## src/rtl/ifu_fetch_ctrl_pkg.sv

```systemverilog
// ifu_fetch_ctrl_pkg: shared widths, reset PC, PC step and fetch FSM encoding.
package ifu_fetch_ctrl_pkg;

    localparam int XLEN = 32;
    localparam logic [XLEN-1:0] RESET_PC = 32'h8000_0000;
    localparam logic [XLEN-1:0] PC_INC = 32'd4;

    typedef enum logic [1:0] {
        IDLE = 2'd0,
        REQ  = 2'd1,
        WAIT = 2'd2,
        OUT  = 2'd3
    } state_e;

endpackage

```

## src/rtl/ifu_out_reg.sv

```systemverilog
// ifu_out_reg: one-entry valid/ready holding register for the fetched instruction and its PC.
module ifu_out_reg #(
    parameter int XLEN = 32
) (
    input  logic            clk,
    input  logic            rst,
    input  logic            load,
    input  logic            flush,
    input  logic            ready,
    input  logic [XLEN-1:0] data,
    input  logic [XLEN-1:0] pc,
    output logic            valid,
    output logic [XLEN-1:0] inst,
    output logic [XLEN-1:0] inst_pc
);

    always_ff @(posedge clk or negedge rst) begin
        if (!rst) begin
            valid   <= 1'b0;
            inst    <= '0;
            inst_pc <= '0;
        end else begin
            valid <= load | (valid & ~ready & ~flush);
            if (load) begin
                inst    <= data;
                inst_pc <= pc;
            end
        end
    end

endmodule

```

## src/rtl/ifu_fetch_ctrl.sv

```systemverilog
// ifu_fetch_ctrl: single-outstanding instruction fetch sequencer with redirect and
// wrong-path response killing.
module ifu_fetch_ctrl
    import ifu_fetch_ctrl_pkg::*;
#(
    parameter int XLEN = ifu_fetch_ctrl_pkg::XLEN,
    parameter logic [XLEN-1:0] RESET_PC = ifu_fetch_ctrl_pkg::RESET_PC
) (
    input  logic            clk,
    input  logic            rst,
    input  logic            redirect_i,
    input  logic [XLEN-1:0] redirect_pc_i,
    output logic            imem_req_o,
    output logic [XLEN-1:0] imem_addr_o,
    input  logic            imem_gnt_i,
    input  logic            imem_rvalid_i,
    input  logic [XLEN-1:0] imem_rdata_i,
    output logic            inst_valid_o,
    output logic [XLEN-1:0] inst_o,
    output logic [XLEN-1:0] inst_pc_o,
    input  logic            inst_ready_i
);

    state_e state_q, state_d;
    logic [XLEN-1:0] pc_q, fpc_q, target;
    logic kill_q, acc, rsp;

    assign target = {redirect_pc_i[XLEN-1:2], 2'b00};
    assign acc = (state_q == REQ) & imem_gnt_i;
    assign rsp = (state_q == WAIT) & imem_rvalid_i;

    always_ff @(posedge clk or negedge rst) begin
        if (!rst) begin
            state_q <= IDLE;
            pc_q    <= RESET_PC;
            fpc_q   <= '0;
            kill_q  <= 1'b0;
        end else begin
            state_q <= state_d;
            pc_q    <= redirect_i ? target : acc ? pc_q + PC_INC : pc_q;
            if (acc)
                fpc_q <= pc_q;
            // A redirect with a request already accepted must kill its response
            kill_q  <= rsp ? 1'b0 : (redirect_i & (acc | (state_q == WAIT))) ? 1'b1 : kill_q;
        end
    end

    always_comb begin
        state_d = state_q;
        case (state_q)
            IDLE: state_d = REQ;
            REQ:  state_d = imem_gnt_i ? WAIT : REQ;
            WAIT: state_d = !imem_rvalid_i ? WAIT : (kill_q | redirect_i) ? REQ : OUT;
            OUT:  state_d = (inst_ready_i | redirect_i) ? REQ : OUT;
        endcase
    end

    always_comb begin
        imem_req_o  = (state_q == REQ);
        imem_addr_o = pc_q;
    end

    ifu_out_reg #(.XLEN(XLEN)) u_out (
        .clk     (clk),
        .rst     (rst),
        .load    (rsp & ~kill_q & ~redirect_i),
        .flush   (redirect_i),
        .ready   (inst_ready_i),
        .data    (imem_rdata_i),
        .pc      (fpc_q),
        .valid   (inst_valid_o),
        .inst    (inst_o),
        .inst_pc (inst_pc_o)
    );

endmodule
```

## config.mk

```make
export PLATFORM = sky130hd
export DESIGN_NAME = ifu_fetch_ctrl
export DESIGN_NICKNAME = d
export VERILOG_FILES = /design/src/rtl/ifu_fetch_ctrl_pkg.sv /design/src/rtl/ifu_out_reg.sv /design/src/rtl/ifu_fetch_ctrl.sv
export SDC_FILE = /design/constraint.sdc
export NUM_CORES = 1
export LEC_CHECK = 0
export ABC_AREA = 1
export CAP_MARGIN = 0
export CORE_ASPECT_RATIO = 1.1
export CORE_MARGIN = 2
export CORE_UTILIZATION = 40
export CTS_BUF_LIST = sky130_fd_sc_hd__clkbuf_4 sky130_fd_sc_hd__clkbuf_8
export DETAILED_ROUTE_END_ITERATION = 16
export GPL_ROUTABILITY_DRIVEN = 0
export PLACE_DENSITY = 0.77
export SETUP_SLACK_MARGIN = 0.05
export SKIP_LAST_GASP = 1
export SYNTH_ARGS = -nofsm -noshare
export SYNTH_HDL_FRONTEND = slang
export SYNTH_SLANG_ARGS = --single-unit
```

## constraint.sdc

```tcl
create_clock -name clk -period 2.7 [get_ports clk]
set_input_delay 0.54 -clock clk [delete_from_list [all_inputs] [get_ports clk]]
set_output_delay 0.54 -clock clk [all_outputs]
set_load 0.02 [all_outputs]
```

Yosys cells after proc, flatten, opt, wreduce, memory -nomap -nowiden. Index checks and enable logic that the tools add are counted. Widths: inputs -> output; s select.

Add/sub/neg operators: 1. $mul: 0. Divide/modulo/power cells: 0. Order comparisons: 0. Eq/ne operators: 3. Shifts and indexed selects: 0. Multiplexer cells: 9. Bitwise operators: 14. Reduce and logical (&&, ||, !) cells: 3.

Operator list (count): $mux 32 (2); $add 32x3->32 const B (1); $mux 2 (4); $pmux 2 s4 (1); $and 1x1->1 (7); $eq 2x2->1 const B (2); $or 1x1->1 (4); $reduce_bool 2->1 (2); $not 1->1 (3); $eq 2x1->1 const B (1); $logic_not 2->1 (1); $mux 1 (2).

Register bits: 132. Bits in latches: 0. RAM bits: 0. Bits in read-only memories: 0. Output and inout port bits: 98. Memories: 0.

Depth between registers and ports, before layout. Gate-level depths: netlist (run 1).

Depth in word-level cells: 6. Mapped depth: 9. Gate-level depth less buffers: 9.

By module. Synthesis (run 1) repeated with hierarchy kept, for this count alone.

Cell total of the unflattened synthesis: 755. Area, all modules: 6010.8 sq um.

By module, submodules not included: ifu_fetch_ctrl (instances 1, cells each 479, area an instance 3490.8 sq um, seq. area each 1577.8 sq um); ifu_out_reg (instances 1, cells each 276, area an instance 2519.9 sq um, seq. area each 1626.6 sq um).

Least setup slack after synthesis (run 1). OpenSTA, ideal clock, no wires.

Path kind: register -> register. From: register pc_q[3] (netlist: imem_addr_o[3]). To: register pc_q[24] (netlist: imem_addr_o[24]). Arrival: 1379 ps. Data required time: 2583 ps. Slack: 1203 ps. Cell stages (with the launch flop): 9. Buffers on the path: 0. Cells stage by stage: dfrtp_1 -> ha_1 -> nand2_2 -> nor2_4 -> nand2_1 -> nor2_1 -> nand3_1 -> nand3_1 -> nand2_1.

Longest elaborated chain between the ends: 3.

RTL lines: start: declaration (line ifu_fetch_ctrl.sv:25) `logic [XLEN-1:0] pc_q, fpc_q, target;`; start signal: assignment (line ifu_fetch_ctrl.sv:40) `pc_q <= redirect_i ? target : acc ? pc_q + PC_INC : pc_q;`; $add 32x3->32 (line ifu_fetch_ctrl.sv:40); $mux 32 (2 in a row) (line ifu_fetch_ctrl.sv:40).

No other way between the ends. The select of a mux whose other input is x is not followed. A chain may end at the register's enable or synchronous reset.

Final worst setup path (run 1).
From: register pc_q[31] (netlist: imem_addr_o[31]). To: output port imem_addr_o[31].

RTL lines: end: declaration (line ifu_fetch_ctrl.sv:14) `output logic [XLEN-1:0] imem_addr_o,`.

No word-level cell between the ends.

==> impl_metrics.env, run 1 <==
export IMPL_criticalPathCategory="reg -> out"
export IMPL_cts_sinks=126
export IMPL_cts_buffer_depth=2
export IMPL_yosysWarnings=0
export IMPL_grt_overflow_total=0
export IMPL_yosys_area_share_adder_pct=0.208
export IMPL_syn_cell_area_um2=6010
export IMPL_maxCapViolations=0
export IMPL_critPathCaptureType="primary output"
export IMPL_powerDensity_nw_per_um2=882
export IMPL_cts_made_buffers=17
export IMPL_die_w_um=121
export IMPL_setup_tns_ns=0
export IMPL_areaGrowthSynthToFinish_pct=35.2
export IMPL_post_cts_setup_buffer_count=0
export IMPL_rows=47
export IMPL_cp_data_arrival_time_ns=1.62
export IMPL_crit_path_start_kind="flop"
export IMPL_fin_crit_sh_pct=79.9
export IMPL_status="completed"
export IMPL_synth_top_family_by_area="simple AND/OR/NAND/NOR gates"
export IMPL_firstDrtPassIters=5
export IMPL_drc=0
export IMPL_start_util_pct=40.4
export IMPL_path_buf_inv=1
export IMPL_final_antenna_net_count=0
export IMPL_via_per_inst=4.80
export IMPL_synthFlopType="dfrtp_1"
export IMPL_portBuffers=161
export IMPL_utilization_pct=54.6
export IMPL_grt_max_degree=100
export IMPL_antenna_found_initial=0
export IMPL_timing_final_hold_violations=0
export IMPL_synth_common_cells="nand2_1, dfrtp_1, nand3_1, inv_1, o21ai_0"
export IMPL_nNetsFinal=973
export IMPL_cts_tree="yes"
export IMPL_crit_path_end="imem_addr_o[31]"
export IMPL_grt_usage_pct=20.0
export IMPL_worstMarginPinSlew_ns=0.543
export IMPL_max_slew_margin_rel_pct=63.8
export IMPL_dieHeight_um=133
export IMPL_finalCriticalPeriod_ns=2.16
export IMPL_slowest_stage="clkdlybuf4s50_1"
export IMPL_ioPinCount=168
export IMPL_clockRootBuffer="clkbuf_8"
export IMPL_cts_repair_resized=0
export IMPL_n_antenna_cell=0
export IMPL_skew_ns=0.00961
export IMPL_dp_hpwl_um=10800
export IMPL_clock_latency_ns=0.43
export IMPL_p_leak_nw=3.92
export IMPL_yosys_area_top_type="dfrtp_1"
export IMPL_reg2reg_to="u_out.inst_pc[31]"
export IMPL_synthArstFlopShare_pct=100
export IMPL_yosysTopAreaCellShare_pct=52.0
export IMPL_fmax_ghz=0.464
export IMPL_crit_required_ns=2.16
export IMPL_path_depth=1
export IMPL_syn_inst=747
export IMPL_grt_pass1_vias=5168
export IMPL_rsz0062_at_grt="no"
export IMPL_synth_seq_cells=126
export IMPL_ff2ff_path_depth=8
export IMPL_report_final_slew_viol_count=0
export IMPL_wl_um=15300
export IMPL_synth_compound_area_share_pct=6.22
export IMPL_cp_slowest_stage_delay_ns=0.61
export IMPL_htree_levels=4
export IMPL_synth_area_per_cell_um2=8.05
export IMPL_drive_gt1_share_pct=6.89
export IMPL_yosysUniqueCellTypes=30
export IMPL_irDropWorstVdd_uv=360
export IMPL_grt_pass1_wl_um=25500
export IMPL_crit_fanout=3
export IMPL_netlist_top_cells_area="dfrtp_1, nand2_1, nand3_1"
export IMPL_ctsHoldBuffers=0
export IMPL_cp_cell_sequence="clkdlybuf4s50_1"
export IMPL_cpLargestDelayFamily="buffers and inverters"
export IMPL_yosys_area_share_simple_pct=32.1
export IMPL_rr_startpoint="state_q[0]"
export IMPL_drt_iter0_drc=271
export IMPL_rrSetupSlack_ns=0.92
export IMPL_wl_per_cell_um=13.8
export IMPL_synth_edff_count=0
export IMPL_min_path_type="in -> async"
export IMPL_vias=5334
export IMPL_synth_seq_area_share_pct=52.5
export IMPL_clkSlewWorstSetupHoldPaths_ns=0.08
export IMPL_synth_xor_area_share_pct=0.729
export IMPL_synthMuxAreaShare_pct=0
export IMPL_core_um2=14900
export IMPL_cp_startpoint="imem_addr_o[31]"
export IMPL_die_area_um2=16000
export IMPL_yosysMostFrequentCell="nand2_1"
export IMPL_setup_viol=0
[area by class of cell]
cell class | count | area [um^2]
flip-flops and latches | 126 | 3150
well taps | 196 | 245
inverters | 60 | 225
fillers | 1357 | 6750
multi-input cells | 527 | 2380
clock buffers | 21 | 283
repair buffers | 170 | 1700
clock inverters | 11 | 139
[placed cells by master, fill, tap and decap left out, types with 2 or more instances in the layout]
cell type	synthesis	final
buf_4	8	8
nand2_1	284	284
o211ai_1	2	2
nor2_4	7	7
nand3_1	106	106
o21ai_1	8	8
nor2_1	35	35
bufinv_16	0	3
clkinvlp_4	0	2
buf_12	0	2
xor2_1	4	4
clkinv_2	0	5
nand2_2	4	4
dfrtp_1	125	125
nand2_4	2	2
inv_2	3	3
clkbuf_8	0	20
o21bai_1	4	4
conb_1	1	4
clkdlybuf4s50_1	0	160
nor2_2	2	2
o21ai_0	52	52
a21oi_1	4	4
inv_1	57	57
and2_1	2	2
[state kept, by name (all words and copies together), names as in the netlist]
signal and count:
kill_q 1, u_out.inst_pc 30, u_out.inst 32, state_q 2, u_out.valid 1, fpc_q 30
imem_addr_o 30
[where the power goes]
group	switching (W)	internal, W
Combinational	0.00144	0.00110
Clock	0.000726	0.000990
Sequential	0.000422	0.00249
[how the worst min path moves through the flow]
stage | to | slack (ns) | depth (start not counted)
5_1_grt | imem_addr_o[3] | 0.03 | 1
3_3_place_gp | u_out.inst[15] | 0.45 | 2
6_report | imem_addr_o[3] | 0.02 | 1
4_1_cts | imem_addr_o[3] | 0.01 | 1
2_1_floorplan | fpc_q[10] | 0.24 | 0
3_5_place_dp | u_out.inst[28] | 0.46 | 2
[cells by family after synthesis]
kind of cell / Yosys count
AO/OA/AOI/OAI: 71
XOR/XNOR: 5
adder cells (fa/ha/maj): 1
buffers and inverters: 97
flip-flops: 126
other: 1
AND/OR/NAND/NOR: 446
[stage by stage]
step	instances	total power (W)	cell area (um^2)	worst slack [ns]	hold slack, ns
final	1111	0.00716	8120	0.543	0.0231
after global routing	1111	0.00763	8120	0.497	0.0316
after global placement	1079	0.00542	7700	0.440	0.452
after CTS	1111	0.00723	8120	0.526	0.0123
after detailed placement	1079	0.00549	7700	0.438	0.457
after floorplan	750	0.00425	6020	1.20	0.244
[per-layer routing]
layer	track usage, %	vias up	wire (um)
met3	4.09	27	725
met4	8.01	0	432
li1	-	2676	-
met2	31.5	169	7190
met1	27.0	2462	6930
met5	0	-	0
Power figures use the tool's default switching activity.
==> run 2, diff against run 1 <==
Clock period 2.7 ns to 2 ns, I/O delays scaled along.
==> impl_metrics.env, run 2 (synthesized netlist as in run 1, its figures left out) <==
export IMPL_status="completed"
export IMPL_fmax_ghz=0.534
export IMPL_final_cell_mix="nand2_1, clkdlybuf4s50_1, dfrtp_1"
export IMPL_antenna_found_initial=0
export IMPL_via_per_inst=4.74
export IMPL_areaGrowthSynthToFinish_pct=38.2
export IMPL_wl_um=15400
export IMPL_grt_usage_pct=20.1
export IMPL_cts_sinks=126
export IMPL_cp_slowest_stage_delay_ns=0.63
export IMPL_regMostFlops="u_out.inst"
export IMPL_cp_data_arrival_time_ns=1.47
export IMPL_final_common_cell="nand2_1"
export IMPL_powerDensity_nw_per_um2=1190
export IMPL_grt_overflow_total=0
export IMPL_top_layer_used="met4"
export IMPL_portBuffers=161
export IMPL_clockRootBuffer="clkbuf_8"
export IMPL_final_antenna_net_count=0
export IMPL_irDropWorstVdd_uv=457
export IMPL_report_final_slew_viol_count=0
export IMPL_maxCapViolations=0
export IMPL_crit_fanout=5
export IMPL_core_um2=14900
export IMPL_rows=47
export IMPL_slowest_stage="clkdlybuf4s50_1"
export IMPL_drive_gt1_share_pct=7.68
export IMPL_cpLargestDelayFamily="buffers and inverters"
export IMPL_criticalPathCategory="reg -> out"
export IMPL_cts_made_buffers=17
export IMPL_n_antenna_cell=0
export IMPL_dieHeight_um=133
export IMPL_largest_register_ffs=32
export IMPL_grt_max_degree=65
export IMPL_cts_buffer_depth=2
export IMPL_crit_required_ns=1.60
export IMPL_timing_final_hold_violations=0
export IMPL_post_cts_setup_buffer_count=0
export IMPL_dp_hpwl_um=11100
export IMPL_firstDrtPassIters=5
export IMPL_skew_ns=0.00916
export IMPL_htree_levels=4
export IMPL_ioPinCount=168
export IMPL_cp_cell_sequence="clkdlybuf4s50_1"
export IMPL_wl_per_cell_um=13.7
export IMPL_grt_pass1_wl_um=25500
export IMPL_setup_viol=0
export IMPL_die_area_um2=16000
export IMPL_finalCriticalPeriod_ns=1.87
export IMPL_clkSlewWorstSetupHoldPaths_ns=0.07
export IMPL_p_leak_nw=4.19
export IMPL_drt_iter0_drc=323
export IMPL_min_path_type="in -> async"
export IMPL_nNetsFinal=982
export IMPL_die_w_um=121
export IMPL_met1_length_um=7020
export IMPL_critPathCaptureType="primary output"
export IMPL_start_util_pct=40.4
export IMPL_rsz0062_at_grt="no"
export IMPL_setup_tns_ns=0
export IMPL_grt_pass1_vias=5160
export IMPL_clock_latency_ns=0.43
export IMPL_placed_cell_area_um2=7800
export IMPL_design_area_um2=8310
export IMPL_cts_tree="yes"
export IMPL_rrSetupSlack_ns=0.34
export IMPL_vias=5308
export IMPL_drc=0
export IMPL_fin_crit_sh_pct=93.7
export IMPL_wl_met2_um=7310
export IMPL_wl_met3_um=752
export IMPL_path_buf_inv=1
export IMPL_crit_path_start_kind="flop"
run 2: cell count changes in the layout (fill, tap and decap cells not counted):
cell,previous run,this run
clkinv_2,5,4
bufinv_16,3,5
clkdlybuf4s50_1,160,135
buf_12,2,5
dlygate4sd3_1,0,1
buf_4,8,13
dlygate4sd2_1,0,9
dlymetal6s2s_1,0,16
clkinvlp_4,2,1
run 2: per-stage QoR:
step           setup slack (ns)  util, %  total power (W)  std cells  hold WS [ns]
2_1_floorplan             0.503        -          0.00574        750         0.104
3_3_place_gp              0.155     52.4          0.00736       1087         0.324
3_5_place_dp              0.154     52.4          0.00746       1087         0.326
4_1_cts                  0.0526     55.6           0.0100       1120         0.384
5_1_grt                  0.0519     55.8           0.0106       1120         0.394
6_report                  0.126     55.8          0.00991       1120         0.410
run 2: area by class of cell:
cell class                      count  area, um^2
Timing Repair Buffer              179        1840
Fill cell                        1395        6570
Multi-Input combinational cell    527        2380
Clock inverter                     11         186
Inverter                           60         225
Tap cell                          196         245
Sequential cell                   126        3150
Clock buffer                       21         283
run 2: where the power goes:
part           switching, W  internal, W
Clock              0.000980      0.00159
Sequential         0.000569      0.00336
Combinational       0.00194      0.00148
run 2: final timing paths:
path	start	to	depth (start not counted)
worst max-delay path	imem_addr_o[29]	imem_addr_o[29]	1
min in group clk	u_out.inst[25]	u_out.inst[25]	2
worst min-delay path	rst	imem_addr_o[5]	2
worst max register to register	imem_addr_o[3]	imem_addr_o[16]	8
worst min register to register	u_out.inst[25]	u_out.inst[25]	2
max in group asynchronous	rst	u_out.inst_pc[13]	3
run 2: metal layers:
metal,up-vias,track usage (%)
met4,0,7.30
met2,153,30.9
met5,-,0
met1,2443,27.5
met3,24,4.91
li1,2688,-
run 2: what timing repair did:
item	CTS	global route
gates resized for setup	9	16
setup endpoints to repair	9	16
hold buffers	1	0
endpoints found under the hold margin	20	0
